==> src/rtl/wb_arb_2m.sv <==
// Two-requester pipelined Wishbone arbiter sharing one master port.
// The grant is held for a whole CYC, and a watchdog aborts cycles the slave never answers.
module wb_arb_2m #(
  parameter int PRIORITY_MODE  = 0,
  parameter int TIMEOUT_CYCLES = 1024
) (
  input  logic        CLK,
  input  logic        RST_ASYNC_N,
  input  logic        EN,
  input  logic [31:0] WB_S0_ADR_IN,
  input  logic        WB_S0_CYC_IN,
  input  logic        WB_S0_STB_IN,
  input  logic        WB_S0_WE_IN,
  input  logic [3:0]  WB_S0_SEL_IN,
  input  logic [2:0]  WB_S0_CTI_IN,
  input  logic [1:0]  WB_S0_BTE_IN,
  input  logic [31:0] WB_S0_DAT_WR_IN,
  output logic        WB_S0_STALL_OUT,
  output logic        WB_S0_ACK_OUT,
  output logic        WB_S0_ERR_OUT,
  output logic [31:0] WB_S0_DAT_RD_OUT,
  input  logic [31:0] WB_S1_ADR_IN,
  input  logic        WB_S1_CYC_IN,
  input  logic        WB_S1_STB_IN,
  input  logic        WB_S1_WE_IN,
  input  logic [3:0]  WB_S1_SEL_IN,
  input  logic [2:0]  WB_S1_CTI_IN,
  input  logic [1:0]  WB_S1_BTE_IN,
  input  logic [31:0] WB_S1_DAT_WR_IN,
  output logic        WB_S1_STALL_OUT,
  output logic        WB_S1_ACK_OUT,
  output logic        WB_S1_ERR_OUT,
  output logic [31:0] WB_S1_DAT_RD_OUT,
  output logic [31:0] WB_M_ADR_OUT,
  output logic        WB_M_CYC_OUT,
  output logic        WB_M_STB_OUT,
  output logic        WB_M_WE_OUT,
  output logic [3:0]  WB_M_SEL_OUT,
  output logic [2:0]  WB_M_CTI_OUT,
  output logic [1:0]  WB_M_BTE_OUT,
  output logic [31:0] WB_M_DAT_WR_OUT,
  input  logic        WB_M_ACK_IN,
  input  logic        WB_M_STALL_IN,
  input  logic        WB_M_ERR_IN,
  input  logic [31:0] WB_M_DAT_RD_IN,
  output logic [1:0]  GNT_OUT,
  output logic        TIMEOUT_OUT
);

  typedef enum logic [2:0] {
    ST_IDLE   = 3'd0,
    ST_GNT0   = 3'd1,
    ST_GNT1   = 3'd2,
    ST_ABORT0 = 3'd3,
    ST_ABORT1 = 3'd4
  } state_t;

  localparam bit          WDOG_EN   = (TIMEOUT_CYCLES != 0);
  localparam logic [15:0] WDOG_LAST = 16'(TIMEOUT_CYCLES - 1);

  state_t      state_q, state_d;
  logic        last_q, last_d;
  logic [15:0] cnt_q, cnt_d;
  logic        abort_first_q, abort_first_d;

  logic [1:0]  cyc_in;
  logic [1:0]  grant_req;
  logic        own_idx;
  logic        slv_resp;
  logic [1:0]  gnt_vec;
  logic [1:0]  abort_vec;

  assign cyc_in    = {WB_S1_CYC_IN, WB_S0_CYC_IN};
  assign slv_resp  = WB_M_ACK_IN | WB_M_ERR_IN;
  assign own_idx   = (state_q == ST_GNT1) || (state_q == ST_ABORT1);
  assign gnt_vec   = {state_q == ST_GNT1, state_q == ST_GNT0};
  assign abort_vec = {state_q == ST_ABORT1, state_q == ST_ABORT0};

  // State register
  always_ff @(posedge CLK or negedge RST_ASYNC_N) begin
    if (!RST_ASYNC_N) begin
      state_q       <= ST_IDLE;
      last_q        <= 1'b1;
      cnt_q         <= 16'd0;
      abort_first_q <= 1'b0;
    end else begin
      state_q       <= state_d;
      last_q        <= last_d;
      cnt_q         <= cnt_d;
      abort_first_q <= abort_first_d;
    end
  end

  // Next-state logic; everything holds while EN is low
  always_comb begin
    state_d       = state_q;
    last_d        = last_q;
    cnt_d         = cnt_q;
    abort_first_d = abort_first_q;
    grant_req     = 2'b00;
    if (EN) begin
      abort_first_d = 1'b0;
      case (state_q)
        ST_IDLE: begin
          if (&cyc_in) begin
            grant_req = (PRIORITY_MODE != 0 || last_q) ? 2'b01 : 2'b10;
          end else begin
            grant_req = cyc_in;
          end
        end
        ST_GNT0, ST_GNT1: begin
          // Release has priority over the watchdog, and a response over the abort
          if (!cyc_in[own_idx]) begin
            if (cyc_in[!own_idx]) begin
              grant_req = own_idx ? 2'b01 : 2'b10;
            end else begin
              state_d = ST_IDLE;
            end
          end else if (slv_resp) begin
            cnt_d = 16'd0;
          end else if (WDOG_EN && cnt_q == WDOG_LAST) begin
            state_d       = own_idx ? ST_ABORT1 : ST_ABORT0;
            abort_first_d = 1'b1;
          end else if (cnt_q != 16'hFFFF) begin
            cnt_d = cnt_q + 16'd1;
          end
        end
        ST_ABORT0, ST_ABORT1: begin
          if (!cyc_in[own_idx]) begin
            if (cyc_in[!own_idx]) begin
              grant_req = own_idx ? 2'b01 : 2'b10;
            end else begin
              state_d = ST_IDLE;
            end
          end
        end
        default: state_d = ST_IDLE;
      endcase

      if (grant_req[0]) begin
        state_d = ST_GNT0;
        last_d  = 1'b0;
        cnt_d   = 16'd0;
      end else if (grant_req[1]) begin
        state_d = ST_GNT1;
        last_d  = 1'b1;
        cnt_d   = 16'd0;
      end
    end
  end

  // Master-side mux driven from the registered grant
  always_comb begin
    WB_M_ADR_OUT    = 32'd0;
    WB_M_CYC_OUT    = 1'b0;
    WB_M_STB_OUT    = 1'b0;
    WB_M_WE_OUT     = 1'b0;
    WB_M_SEL_OUT    = 4'd0;
    WB_M_CTI_OUT    = 3'd0;
    WB_M_BTE_OUT    = 2'd0;
    WB_M_DAT_WR_OUT = 32'd0;
    if (gnt_vec[0]) begin
      WB_M_ADR_OUT    = WB_S0_ADR_IN;
      WB_M_CYC_OUT    = WB_S0_CYC_IN;
      WB_M_STB_OUT    = WB_S0_STB_IN;
      WB_M_WE_OUT     = WB_S0_WE_IN;
      WB_M_SEL_OUT    = WB_S0_SEL_IN;
      WB_M_CTI_OUT    = WB_S0_CTI_IN;
      WB_M_BTE_OUT    = WB_S0_BTE_IN;
      WB_M_DAT_WR_OUT = WB_S0_DAT_WR_IN;
    end else if (gnt_vec[1]) begin
      WB_M_ADR_OUT    = WB_S1_ADR_IN;
      WB_M_CYC_OUT    = WB_S1_CYC_IN;
      WB_M_STB_OUT    = WB_S1_STB_IN;
      WB_M_WE_OUT     = WB_S1_WE_IN;
      WB_M_SEL_OUT    = WB_S1_SEL_IN;
      WB_M_CTI_OUT    = WB_S1_CTI_IN;
      WB_M_BTE_OUT    = WB_S1_BTE_IN;
      WB_M_DAT_WR_OUT = WB_S1_DAT_WR_IN;
    end
  end

  logic [1:0]  s_stall;
  logic [1:0]  s_ack;
  logic [1:0]  s_err;
  logic [31:0] s_dat [2];

  // Requester-side responses; late slave responses during an abort are dropped
  generate
    for (genvar gi = 0; gi < 2; gi++) begin : g_resp
      assign s_stall[gi] = gnt_vec[gi] ? WB_M_STALL_IN : 1'b1;
      assign s_ack[gi]   = gnt_vec[gi] & WB_M_ACK_IN;
      assign s_err[gi]   = gnt_vec[gi] ? WB_M_ERR_IN : (abort_vec[gi] & abort_first_q);
      assign s_dat[gi]   = gnt_vec[gi] ? WB_M_DAT_RD_IN : 32'd0;
    end
  endgenerate

  assign WB_S0_STALL_OUT  = s_stall[0];
  assign WB_S0_ACK_OUT    = s_ack[0];
  assign WB_S0_ERR_OUT    = s_err[0];
  assign WB_S0_DAT_RD_OUT = s_dat[0];
  assign WB_S1_STALL_OUT  = s_stall[1];
  assign WB_S1_ACK_OUT    = s_ack[1];
  assign WB_S1_ERR_OUT    = s_err[1];
  assign WB_S1_DAT_RD_OUT = s_dat[1];

  assign GNT_OUT     = gnt_vec;
  assign TIMEOUT_OUT = abort_first_q;

endmodule
==> config.mk <==
export PLATFORM = sky130hd
export DESIGN_NAME = wb_arb_2m
export DESIGN_NICKNAME = d
export VERILOG_FILES = /design/src/rtl/wb_arb_2m.sv
export SDC_FILE = /design/constraint.sdc
export NUM_CORES = 1
export LEC_CHECK = 0
export ABC_AREA = 1
export BUFFER_PORTS_ARGS = -buffer_cell sky130_fd_sc_hd__buf_2
export CORE_AREA = 3 3 129 131
export CTS_BUF_LIST = sky130_fd_sc_hd__clkbuf_8
export DETAILED_ROUTE_END_ITERATION = 10
export DIE_AREA = 0 0 132 134
export HOLD_SLACK_MARGIN = 0.05
export SYNTH_ARGS = -nofsm -noshare
export SYNTH_HDL_FRONTEND = slang
export SYNTH_SLANG_ARGS = --single-unit
==> constraint.sdc <==
create_clock -name CLK -period 4.76 [get_ports CLK]
set_input_delay 0.952 -clock CLK [delete_from_list [all_inputs] [get_ports CLK]]
set_output_delay 0.952 -clock CLK [all_outputs]
set_load 0.03 [all_outputs]
==> impl_metrics.ini, run 1 <==
[outcome]
status = completed

[timing]
hold_ws_ps = 495
tns_ps = 0
fin_skew_ps = 1.81
final_hold_viol_count = 0
finalMaxSlewViolations = 0
setup_ws_ps = 1310
tightest_slew_ps = 840
max_slew_margin = 0.440
setup_viol_count_final = 0
rsz0062_at_grt = false
period_share = 0.726
fmax_ghz = 0.290
finalCriticalPeriod_ps = 3450

[clock_tree]
htreeDepth = 1
ctsHoldBuffers = 0
cts_tree = done
cts_sinks = 21
ctsResizeCount = 0
clock_path_buffers = 2
cts_buffers = 3
cts.reportedPaths.clkPinSlew_ps = 80
clkLatencyLatePin_ps = 260
post_cts_buffers = 0
cts-root-buf = clkbuf_8

[placement]
gp_congestion = 0.887
io_buffers = 338
place_ws_ps = 1560
hpwl_um = 17900

[drt]
drt_iter0_markers = 324
final_antenna_net_count = 0
drt-total-wl_um = 20700
drc = 0
vias_per_cell = 4.58
first_pass_iters = 5
num_vias = 4688
routedWlPerCell_um = 20.2

[yosys]
ys_top_cells_by_count = nor2_1 (93), nand2_1 (86), a22o_1 (75), inv_1 (55), nand3_1 (39)
ys_ff_latch = 21
ys_warn_count = 0
synth-edff-count = 0
ys_seq_area_frac = 0.174
synthesis.area_um2 = 3030
synth_flop_cell = dfrtp_1
synth_top_area_share = 0.217
synthCells = 485
syn_nets = 676
ys_top_cells_by_area = a22o_1 (22%), dfrtp_1 (17%), nor2_1 (12%)
yosys.area.top_type = a22o_1
synth.avg_cell_area_um2 = 6.24
synth_cell_types = 36
synthArstFlopShare = 1.00
yosysMostFrequentCell = nor2_1

[global_routing]
grt_pass1_wl_um = 28500
globalRouteTotalUtil = 0.214
antenna_found_initial = 24
grt_overflow_total = 0
grt_max_degree = 80
grt_pass1_vias = 4259

[finish]
syn_to_final_growth_pct = 62.9
multiInputGateArea_um2 = 2110
seq_area_um2 = 527
final_nets = 993
drive_gt1_frac = 0.489
fillers = 1830

[critical_path]
cp-end-kind = output port
worstPathRequired_ps = 3810
critical_path_class = register to output port
cp_max_fo = 36
critPathArrivalTime_ps = 2500
start_kind = register

[floorplanning]
boundaryPins = 339
die_width_um = 132
dieArea_um2 = 17700
row_count = 46
core_um2 = 15700
fp.dieH_um = 134
start_util = 0.193

[worst_hold_path]
min_path_type = register to register

[power_and_ir_drop]
power_switching_mw = 1.79
p_int_uw = 891
ir_drop_v = 0.000226
switching_share = 0.667
pwr-share-comb = 0.868
p_leak_nw = 3.03
power_density_nw_per_um2 = 543
pwr-share-clk = 0.046
seq_power_share = 0.086

[job]
drv_cap = 0
metrics by stage:
step | power (mW) | utilization | instance area [µm²] | instances
global route | 2.83 | 0.313 | 4920 | 1022
global placement | 2.56 | 0.310 | 4870 | 1013
floorplan | 1.89 | - | 3030 | 485
detailed placement | 2.57 | 0.310 | 4870 | 1013
CTS | 2.70 | 0.313 | 4910 | 1017
finish | 2.68 | 0.314 | 4930 | 1024
sequential cells by signal, indices dropped and copies added (netlist names):
name,count
last_q,1
state_q,3
cnt_q,16
TIMEOUT_OUT,1
layout by cell type (no fill, tap or decap), drive strengths merged:
cell type | netlist | final
o2111ai | 1 | 1
nor3 | 16 | 16
diode | 0 | 7
nand2 | 106 | 106
a21oi | 2 | 2
dfstp | 1 | 1
dfrtp | 20 | 20
inv | 61 | 62
nor2 | 97 | 97
xnor2 | 1 | 1
o22ai | 2 | 2
or2 | 2 | 2
nand4 | 10 | 10
xor2 | 1 | 1
buf | 20 | 343
nand3b | 1 | 1
o21ai | 6 | 6
ha | 1 | 1
o211ai | 1 | 1
clkinv | 1 | 1
clkbuf | 11 | 3
nand3 | 45 | 45
o21bai | 4 | 4
a22o | 75 | 75
area by class of cell:
| type | instances | share of cell area |
|---|---|---|
| inverter | 62 | 0.0472 |
| tap | 216 | 0.0548 |
| sequential | 21 | 0.107 |
| multi-input combinational | 371 | 0.428 |
| clock inverter | 1 | 0.000761 |
| timing repair buffer | 343 | 0.351 |
| clock buffer | 3 | 0.00838 |
| antenna | 7 | 0.00355 |
critical path, stage by stage, from the launching register on:
cell	delay, ps
dfrtp_1	560
nand3_4	410
inv_2	370
buf_4	400
nand2_2	90
nand2_2	160
buf_2	230
routing by layer:
metal,track usage,vias up,part of all wire
met2,0.323,219,0.43
met1,0.281,2135,0.41
met5,0,-,0.0087
li1,-,2274,-
met4,0.0163,26,0.0069
met3,0.119,34,0.14
worst paths after layout:
path                                        start                    end  slack [ps]  cells past startpoint
setup / recovery           state_q[1]$_DFFE_PN0P_           WB_M_CYC_OUT        1310                      6
hold / removal                 last_q$_DFFE_PN1P_     last_q$_DFFE_PN1P_         500                      2
setup reg to reg           state_q[1]$_DFFE_PN0P_  cnt_q[10]$_DFFE_PN0P_        1910                     10
hold reg to reg                last_q$_DFFE_PN1P_     last_q$_DFFE_PN1P_         500                      2
max in group asynchronous             RST_ASYNC_N     last_q$_DFFE_PN1P_        3740                      1
min in group asynchronous             RST_ASYNC_N   cnt_q[1]$_DFFE_PN0P_         650                      1
cells by family after synthesis:
logic type | synth area share
buffers and inverters | 0.129
AND/OR/NAND/NOR | 0.437
AO/OA/AOI/OAI | 0.250
XOR/XNOR | 0.00579
adder cells (fa/ha/maj) | 0.00413
flip-flops | 0.174
power by group through the flow:
stage / Combinational (mW) / Sequential (mW) / Clock, mW
6_report: 2.32 / 0.232 / 0.122
3_3_place_gp: 2.33 / 0.233 / 0
5_1_grt: 2.47 / 0.236 / 0.132
3_5_place_dp: 2.34 / 0.235 / 0
4_1_cts: 2.34 / 0.231 / 0.126
2_1_floorplan: 1.67 / 0.221 / 0
(Power assumes the default switching activity.)
==> run 2, diff against run 1 <==
- clock period: 4.76 -> 3.6 ns (I/O delays scaled with it)
==> impl_metrics.ini, run 2 (synthesis gave the netlist of run 1 again) <==
[clock_tree]
htreeDepth = 1
ctsHoldBuffers = 0
cts.reportedPaths.clkPinSlew_ps = 90
post_cts_buffers = 0
cts-root-buf = clkbuf_8
clock_path_buffers = 2
clkLatencyLatePin_ps = 270
cts_buffers = 3
cts_sinks = 21
ctsResizeCount = 0
cts_tree = done

[finish]
mostFrequentLayoutCells = buf_2 (338), nor2_1 (93), nand2_1 (86), a22o_1 (75), inv_1 (55)
final_nets = 992
multiInputGateArea_um2 = 2110
drive_gt1_frac = 0.490
reg_top3 = cnt_q: 16 flops, state_q: 3 flops
final_common_cell = buf_2
top_register = cnt_q
seq_area_um2 = 527
largest_reg_flops = 16
fillers = 1800
syn_to_final_growth_pct = 63.0

[placement]
gp_congestion = 0.933
hpwl_um = 18100
io_buffers = 338

[floorplanning]
dieArea_um2 = 17700
core_um2 = 15700
die_width_um = 132
row_count = 46
fp.dieH_um = 134
boundaryPins = 339
start_util = 0.193

[power_and_ir_drop]
power_switching_mw = 2.35
power_density_nw_per_um2 = 717
pwr-share-clk = 0.048
pwr-share-comb = 0.865
p_int_mw = 1.19
switching_share = 0.665
seq_power_share = 0.087
ir_drop_v = 0.000323
p_leak_nw = 3.03

[global_routing]
globalRouteTotalUtil = 0.215
grt_pass1_wl_um = 28400
antenna_found_initial = 26
grt_overflow_total = 0
grt_pass1_vias = 4225
grt_max_degree = 80

[outcome]
status = completed

[drt]
drt_iter0_markers = 363
first_pass_iters = 5
vias_per_cell = 4.60
num_vias = 4700
final_antenna_net_count = 0
drt-total-wl_um = 20900
routedWlPerCell_um = 20.4
drc = 0

[timing]
setup_viol_count_final = 0
finalMaxSlewViolations = 0
finalCriticalPeriod_ps = 3160
final_hold_viol_count = 0
max_slew_margin = 0.453
fin_skew_ps = 1.05
period_share = 0.878
fmax_ghz = 0.317
tns_ps = 0
hold_ws_ps = 406
rsz0062_at_grt = false
tightest_slew_ps = 820

[critical_path]
cp-end-kind = output port
r2r_cells = 10
path_delay_family = buffers and inverters
critical_path_class = register to output port
crit_buf_inv = 3
worstPathRequired_ps = 2880
cp_slowest_stage_delay_ps = 580
ff2ff_setup_slack_ps = 1040
cp_max_fo = 79
critPathArrivalTime_ps = 2440
crit_slowest_cell = dfrtp_1
r2r_start = state_q[1]$_DFFE_PN0P_
rr_endpoint = cnt_q[9]$_DFFE_PN0P_
cp_cell_sequence = nand3_4, inv_2, buf_12, a22o_1, buf_2
start_kind = register

[job]
drv_cap = 0

[worst_hold_path]
min_path_type = input pin to async pin
run 2: cell count changes in the layout (fill, tap and decap cells not counted), sizes merged:
cell,previous run,this run
clkinv,1,2
diode,7,6
buf,343,342
inv,62,61
run 2: cell type report:
type,instances,share of cell area
diodes,6,0.00304
clock buffers,3,0.00837
clock inverters,1,0.00101
inverters,62,0.0472
multi-input cells,371,0.427
flip-flops and latches,21,0.107
well taps,216,0.0548
repair buffers,342,0.352
run 2: power groups by stage:
stage          registers (mW)  logic (mW)  clock network, mW
2_1_floorplan           0.292        2.20                  0
3_3_place_gp            0.309        3.06                  0
3_5_place_dp            0.311        3.06                  0
4_1_cts                 0.306        3.07              0.173
5_1_grt                 0.312        3.25              0.180
6_report                0.307        3.06              0.171
run 2: routing by layer:
layer | part of all wire | global-route usage
met1 | 0.42 | 0.273
met2 | 0.43 | 0.322
met3 | 0.14 | 0.131
met4 | 0.0079 | 0.0222
met5 | 0.0086 | 0
run 2: through the flow:
stage | setup slack (ps) | std cells | power, mW | cell area, µm² | utilization
final | 441 | 1022 | 3.54 | 4930 | 0.314
after global routing | 283 | 1021 | 3.74 | 4930 | 0.314
after CTS | 418 | 1016 | 3.55 | 4920 | 0.313
after detailed placement | 720 | 1012 | 3.38 | 4870 | 0.310
after global placement | 760 | 1012 | 3.36 | 4870 | 0.310
after floorplan | 1210 | 485 | 2.50 | 3030 | -
run 2: worst max path at each step:
stage,slack (ps),from,cells after the start,endpoint
floorplan,1210,state_q[2]$_DFFE_PN0P_,5,WB_M_DAT_WR_OUT[21]
global placement,760,state_q[1]$_DFFE_PN0P_,5,WB_M_ADR_OUT[9]
detailed placement,720,state_q[1]$_DFFE_PN0P_,5,WB_M_ADR_OUT[9]
CTS,420,state_q[1]$_DFFE_PN0P_,5,WB_M_ADR_OUT[9]
global route,280,state_q[1]$_DFFE_PN0P_,5,WB_M_ADR_OUT[9]
finish,440,state_q[1]$_DFFE_PN0P_,5,WB_M_ADR_OUT[9]
run 2: worst reg2reg max path, stage by stage, from the launching register on:
cell	delay, ps
dfrtp_1	580
nand3_4	420
inv_2	190
buf_12	310
nand2_2	120
nand2_2	130
nand2_2	90
nand3_4	220
nand2_4	220
nand2_1	120
nand2_1	50
